### src/rtl/gsim_pkg.sv
// gsim_pkg: shared types and constants for the Gauss-Seidel matrix preparation stage
package gsim_pkg;
    typedef enum logic [2:0] {IDLE, RECV, DIV, WRITE, DONE} state_t;
    localparam int MAT_ROWS     = 16;
    localparam int ROWS_PER_MAT = 17;
    localparam int RECIP_FRAC   = 14;
    localparam int ADDR_W       = 10;
    localparam int LANE_W       = 16;
    localparam logic [LANE_W-1:0] RECIP_ZERO = 16'h7FFF;

    function automatic logic [LANE_W-1:0] abs16(input logic [LANE_W-1:0] v);
        return v[LANE_W-1] ? LANE_W'(-v) : v;
    endfunction
endpackage

### src/rtl/gsim_recip_div.sv
// gsim_recip_div: restoring radix-2 divider computing 2^RECIP_FRAC / divisor in 15 iterations
module gsim_recip_div
    import gsim_pkg::*;
(
    input  logic        clk,
    input  logic        rst_n,
    input  logic        start,
    input  logic [15:0] divisor,
    output logic [14:0] quotient,
    output logic        done
);
    logic [16:0] rem, rem_in, shifted, rem_nx;
    logic [14:0] dvd, dvd_in, quo_in;
    logic [15:0] dsr, d_in;
    logic [3:0]  cnt;
    logic        ge;

    // one shift-subtract step; the start cycle already performs the first iteration
    always_comb begin
        rem_in  = start ? '0 : rem;
        dvd_in  = start ? 15'(1 << RECIP_FRAC) : dvd;
        quo_in  = start ? '0 : quotient;
        d_in    = start ? divisor : dsr;
        shifted = 17'({rem_in, dvd_in[14]});
        ge      = shifted >= 17'(d_in);
        rem_nx  = ge ? shifted - 17'(d_in) : shifted;
    end

    // iteration counter runs 1..15; done is raised for the cycle after the 15th step
    always_ff @(posedge clk or negedge rst_n) begin
        if (!rst_n) begin
            rem      <= '0;
            dvd      <= '0;
            dsr      <= '0;
            quotient <= '0;
            cnt      <= '0;
            done     <= 1'b0;
        end else if (start || (cnt != 4'd0 && cnt != 4'd15)) begin
            rem      <= rem_nx;
            dvd      <= dvd_in << 1;
            dsr      <= d_in;
            quotient <= 15'({quo_in, ge});
            cnt      <= start ? 4'd1 : cnt + 4'd1;
            done     <= !start && cnt == 4'd14;
        end else begin
            done <= 1'b0;
        end
    end
endmodule

### src/rtl/gsim_mat_prep.sv
// gsim_mat_prep: replaces each matrix diagonal with its Q2.14 reciprocal and writes rows in solver layout
module gsim_mat_prep
    import gsim_pkg::*;
(
    input  logic                         i_clk,
    input  logic                         i_rst_n,
    input  logic                         i_start,
    input  logic [4:0]                   i_matrix_num,
    input  logic                         i_row_valid,
    output logic                         o_row_ready,
    input  logic [MAT_ROWS*LANE_W-1:0]   i_row_data,
    output logic                         o_wen,
    output logic [ADDR_W-1:0]            o_addr,
    output logic [MAT_ROWS*LANE_W-1:0]   o_wdata,
    output logic                         o_busy,
    output logic                         o_prep_done
);
    state_t                       state;
    logic [4:0]                   num, mat, row;
    logic [MAT_ROWS*LANE_W-1:0]   beat, row_out;
    logic                         neg, zero, xfer, div_start, div_done;
    logic [LANE_W-1:0]            lane, mag, q_s;
    logic [14:0]                  quo;
    logic [ADDR_W-1:0]            addr;

    gsim_recip_div u_div (
        .clk      (i_clk),
        .rst_n    (i_rst_n),
        .start    (div_start),
        .divisor  (mag),
        .quotient (quo),
        .done     (div_done)
    );

    // diagonal lane selection, signed reciprocal and row/address assembly
    always_comb begin
        xfer      = state == RECV && i_row_valid && o_row_ready;
        div_start = xfer && row != 5'd16;
        lane      = i_row_data[{row[3:0], 4'b0} +: LANE_W];
        mag       = abs16(lane);
        q_s       = zero ? RECIP_ZERO : neg ? LANE_W'(-{1'b0, quo}) : {1'b0, quo};
        row_out   = beat;
        row_out[{row[3:0], 4'b0} +: LANE_W] = q_s;
        addr      = ADDR_W'({mat, 4'b0}) + ADDR_W'(mat) + ADDR_W'(row);
    end

    // control FSM with all outputs registered
    always_ff @(posedge i_clk or negedge i_rst_n) begin
        if (!i_rst_n) begin
            state       <= IDLE;
            num         <= '0;
            mat         <= '0;
            row         <= '0;
            beat        <= '0;
            neg         <= 1'b0;
            zero        <= 1'b0;
            o_row_ready <= 1'b0;
            o_wen       <= 1'b0;
            o_addr      <= '0;
            o_wdata     <= '0;
            o_busy      <= 1'b0;
            o_prep_done <= 1'b0;
        end else begin
            o_wen       <= 1'b0;
            o_prep_done <= 1'b0;
            case (state)
                IDLE: if (i_start) begin
                    num    <= i_matrix_num;
                    mat    <= '0;
                    row    <= '0;
                    o_busy <= 1'b1;
                    if (i_matrix_num == 5'd0) begin
                        state       <= DONE;
                        o_prep_done <= 1'b1;
                    end else begin
                        state       <= RECV;
                        o_row_ready <= 1'b1;
                    end
                end
                RECV: if (xfer) begin
                    o_row_ready <= 1'b0;
                    beat        <= i_row_data;
                    if (row == 5'd16) begin
                        state   <= WRITE;
                        o_wen   <= 1'b1;
                        o_addr  <= addr;
                        o_wdata <= i_row_data;
                    end else begin
                        state <= DIV;
                        neg   <= lane[LANE_W-1];
                        zero  <= lane == '0;
                    end
                end
                DIV: if (div_done) begin
                    state   <= WRITE;
                    o_wen   <= 1'b1;
                    o_addr  <= addr;
                    o_wdata <= row_out;
                end
                WRITE: begin
                    row <= row == 5'd16 ? 5'd0 : row + 5'd1;
                    mat <= row == 5'd16 ? mat + 5'd1 : mat;
                    if (row == 5'd16 && mat == num - 5'd1) begin
                        state       <= DONE;
                        o_prep_done <= 1'b1;
                    end else begin
                        state       <= RECV;
                        o_row_ready <= 1'b1;
                    end
                end
                DONE: begin
                    o_busy <= 1'b0;
                    state  <= IDLE;
                end
                default: state <= IDLE;
            endcase
        end
    end
endmodule
### config.mk
export PLATFORM = sky130hd
export DESIGN_NAME = gsim_mat_prep
export DESIGN_NICKNAME = d
export VERILOG_FILES = /design/src/rtl/gsim_pkg.sv /design/src/rtl/gsim_recip_div.sv /design/src/rtl/gsim_mat_prep.sv
export SDC_FILE = /design/constraint.sdc
export NUM_CORES = 2
export LEC_CHECK = 0
export BUFFER_PORTS_ARGS = -buffer_cell sky130_fd_sc_hd__buf_2
export CAP_MARGIN = 0
export CORE_AREA = 2 2 276 387
export DETAILED_ROUTE_END_ITERATION = 10
export DIE_AREA = 0 0 278 389
export GPL_TIMING_DRIVEN = 0
export SLEW_MARGIN = 20
export SYNTH_ARGS = -nofsm -noshare
export SYNTH_HDL_FRONTEND = slang
export SYNTH_SLANG_ARGS = --single-unit
### constraint.sdc
create_clock -name i_clk -period 9.8 [get_ports i_clk]
set_input_delay 1.47 -clock i_clk [delete_from_list [all_inputs] [get_ports i_clk]]
set_output_delay 1.47 -clock i_clk [all_outputs]
set_load 0.1 [all_outputs]
==> metrics.md <==
| Metric | Value |
|---|---|
| Status | `completed` |
| Combinational power share | `0.582` |
| Multi-input combinational cell area | `15100 um2` |
| Yosys reg bits | `598` |
| Die width | `278 um` |
| RD Place Congestion | `1.04` |
| Post-Syn Area | `31200 um2` |
| Clock Path Buffers | `3` |
| Worst Max-Slew Pin Slew | `1.26 ns` |
| Slowest CP cell | `dfrtp_1` |
| DR vias/cell | `5.73` |
| First-pass GRT wire length | `251000 um` |
| Hold crit path type | `reg2reg` |
| Clock Sinks | `about 600` |
| Slew Limit Fails | `0` |
| DRT iter0 DRCs | `approximately 4.4k` |
| Buf+Inv Stages, Crit Path | `9` |
| Unrepaired setup endpoints after global routing | `false` |
| DRC errors left | `0` |
| Sequential fraction of the synthesis area | `0.479` |
| Register area | `15000 um2` |
| Max Cap Viol | `0` |
| Share of flip-flops with an asynchronous set or reset | `1.00` |
| Share of cells above drive strength 1 | `0.178` |
| H-tree levels | `2` |
| Most common cell on crit path | `clkbuf_1` |
| Post-DP HPWL | `approximately 140000 um` |
| Crit path max-delay family | `buffers and inverters` |
| Vias in the first global route | `31.2k` |
| Final hold violations | `0` |
| Worst-Skew Late Latency | `0.69 ns` |
| Post-Route Skew | `0.0219 ns` |
| GRT overflow | `0` |
| Final Critical Period | `9.43 ns` |
| Antenna violations before repair | `101` |
| Post-Route WL | `about 180000 um` |
| FMAX | `106 MHz` |
| Core Region | `around 100000 um2` |
| Drt pass-1 iters | `6` |
| Area of placed instances | `36200 um2` |
| Initial Utilization | `0.297` |
| Highest ir drop seen on vdd | `0.000254 V` |
| Setup tns final | `0 ns` |
| Synth cell types | `66` |
| TritonCTS clock tree | `yes` |
| Net Sw Power | `0.00887 W` |
| Number of cell rows | `141` |
| Area leader, netlist | `dfrtp_1` |
| Worst slack, placed | `between 0.6 and 0.7 ns` |
| Slew margin rel. | `0.160` |
| # IOs | `535` |
| Nets | `about 4.6k` |
| Syn. warnings | `0` |
| Final period utilization | `0.962` |
| Chip height | `389 um` |
| Cell count after placement | `5605` |
| # setup viols final | `0` |
| IO buf count | `534` |
| Largest net degree at the start of global routing | `95` |
| Crit end category | `flip-flop` |
| WL per Instance | `between 30 and 40 um` |
| Post-CTS setup buffers | `0` |
| Share of the synthesized area in the top cell type | `0.479` |
| Final Worst Setup Slack | `0.370 ns` |
| Worst endpoint required time | `a little over 10 ns` |
| Num CTS Buffers | `61` |
| Synth Area per Inst | `8.46 um2` |
| Lkg Pwr | `18.2 nW` |
| Largest cells by area after synthesis | `dfrtp_1 (48%), nand2_1 (14%), o21ai_0 (5.1%)` |
| Fill count | `roughly 11k` |
| Sequential share of power | `0.256` |
| PwrDens | `412 nW/um2` |
| EDFF count, synth | `0` |
| Crit Path Category | `reg2reg` |
| Max incr delay on CP | `0.87 ns` |
| Int Power | `0.00695 W` |
| Most common flop cell mapped by yosys | `dfrtp_1` |
| Cells after synthesis | `3690` |
| Area growth syn-to-layout | `23.1%` |
| Tot GR Track Use | `0.332` |
| Startpoint Class | `flip-flop` |
| Root buffer cell | `clkbuf_16` |
| Die ar. | `108000 um2` |
| Crit path cell chain | `buf_2 -> buf_2 -> buf_1 -> clkbuf_1 -> inv_1 -> ha_1 -> nor2b_1 -> and3_1 -> clkbuf_1 -> nor2_1 -> clkbuf_1 -> buf_1 -> a31oi_1 -> inv_1 -> ha_1 -> nor2b_1 -> o21ai_0 -> a21oi_1 -> nor3_1 -> o21ai_1 -> nand2_1 -> mux2_2 -> mux2_2` |
| CTS clk-pin slew, worst paths | `0.07 ns` |
| Crit Path Max Fanout | `10` |
| Sw Share | `0.561` |
| Post-route antenna net violation count | `0` |
| Final Instance Area | `38400 um2` |
| Clock share of power | `0.162` |
| Hold-fix buffer count after cts | `0` |
| Final Power | `0.0158 W` |
| Vias | `33.2k` |
| Fin cells | `5784` |
| Cts repair resizes | `0` |
| WP data arrival | `10.01 ns` |
| Post-Synthesis Net Count | `3995` |
cells in the mapped netlist, types with 17 or more instances:
| master | instances |
|---|---|
| xor2_1 | 29 |
| ha_1 | 37 |
| a221oi_1 | 23 |
| dfrtp_1 | 598 |
| nand3_1 | 35 |
| mux4_2 | 40 |
| or3_1 | 26 |
| nor3_1 | 59 |
| and2_1 | 24 |
| xnor2_1 | 27 |
| inv_1 | 25 |
| a21oi_1 | 249 |
| buf_1 | 23 |
| o21ai_0 | 321 |
| nand2_1 | 1181 |
| clkbuf_1 | 255 |
| nor2_1 | 163 |
| and3_1 | 19 |
| a211oi_1 | 63 |
| o211ai_1 | 45 |
| mux2i_1 | 61 |
| o21ai_1 | 140 |
| o311ai_0 | 37 |
| a21o_1 | 17 |
cell families after synthesis:
logic type               after synthesis  synth area share
AND/OR/NAND/NOR                     1566             0.204
AO/OA/AOI/OAI                        990             0.185
flip-flops                           598             0.479
buffers and inverters                321            0.0402
multiplexers                         119            0.0592
XOR/XNOR                              56            0.0157
adder cells (fa/ha/maj)               40            0.0168
stage by stage:
stage	util	hold slack [ns]
floorplan	-	0.439
global placement	0.339	0.455
detailed placement	0.344	0.462
CTS	0.365	0.477
global route	0.365	0.489
finish	0.366	0.474
final cells by class:
| class | instances | share of cell area |
|---|---|---|
| sequential | 598 | 0.389 |
| timing repair buffer | 557 | 0.0816 |
| buffer | 292 | 0.0305 |
| multi-input combinational | 2771 | 0.392 |
| clock buffer | 87 | 0.0459 |
| antenna | 67 | 0.00436 |
| inverter | 29 | 0.00283 |
| tap | 1358 | 0.0442 |
| clock inverter | 25 | 0.00889 |
power by group through the flow:
stage,clock (W),sequential [W],combinational [W]
after CTS,0.00256,0.00402,0.00900
after global placement,0,0.00404,0.00872
after detailed placement,0,0.00406,0.00897
after floorplan,0,0.00649,0.00332
after global routing,0.00265,0.00414,0.00956
final,0.00256,0.00404,0.00921
layout by cell type, fill, tap and decap left out, types with 10 or more instances in the layout:
cell type,n
nand2_1,1181
dfrtp_1,598
buf_2,543
o21ai_0,317
clkbuf_1,248
a21oi_1,248
nor2_1,151
o21ai_1,140
diode_2,67
a211oi_1,62
mux2i_1,61
clkbuf_16,61
nor3_1,58
o211ai_1,45
mux4_2,40
o311ai_0,37
ha_1,37
nand3_1,35
xor2_1,29
xnor2_1,27
or3_1,26
inv_1,25
and2_1,24
a221oi_1,23
buf_1,21
and3_1,19
clkbuf_2,19
a21o_1,17
nand2b_1,15
a31oi_1,14
a22oi_1,14
clkbuf_8,14
buf_16,12
nor2b_1,11
o22ai_1,10
nor2_2,10
layer usage:
layer  routed length, um  vias up  share of wire  global-route usage
li1                    -    14100              -                   -
met1               63400    16200           0.34               0.370
met2               79700     2190           0.43               0.488
met3               24300      664           0.13               0.143
met4               16800       78          0.091               0.276
met5                 500        -         0.0027                   0
worst register-to-register path: stages (launching register included):
cell	delay, ns
dfrtp_1	0.87
buf_2	0.58
buf_2	0.66
buf_1	0.85
clkbuf_1	0.72
inv_1	0.21
ha_1	0.30
nor2b_1	0.18
and3_1	0.19
clkbuf_1	0.22
nor2_1	0.49
clkbuf_1	0.54
buf_1	0.53
a31oi_1	0.31
inv_1	0.12
ha_1	0.24
nor2b_1	0.13
o21ai_0	0.23
a21oi_1	0.14
nor3_1	0.38
o21ai_1	0.28
nand2_1	0.49
mux2_2	0.39
mux2_2	0.26
worst paths after layout:
path	slack, ns	cells past startpoint	endpoint	startpoint
worst min-delay path	0.47	2	o_wdata[2]$_DFFE_PN0P_	o_wdata[2]$_DFFE_PN0P_
max in group asynchronous	6.78	5	o_wdata[226]$_DFFE_PN0P_	i_rst_n
worst max register to register	0.37	23	u_div.rem[2]$_DFFE_PN0P_	row[1]$_DFFE_PN0P_
worst max-delay path	0.37	23	u_div.rem[2]$_DFFE_PN0P_	row[1]$_DFFE_PN0P_
worst min register to register	0.47	2	o_wdata[2]$_DFFE_PN0P_	o_wdata[2]$_DFFE_PN0P_
min in group asynchronous	0.71	1	o_wdata[113]$_DFFE_PN0P_	i_rst_n
flip-flops by register name (all words and copies together), names as in the netlist:
name and cells:
u_div.quotient 15, mat 5, beat 256, o_wen 1, o_addr 10, o_busy 1, num 5, u_div.rem 16
neg 1, u_div.dsr 16, u_div.cnt 4, zero 1, o_row_ready 1, u_div.done 1, row 5, o_wdata 256
state 3, o_prep_done 1
Note: power is estimated with default switching activity, not from simulation.
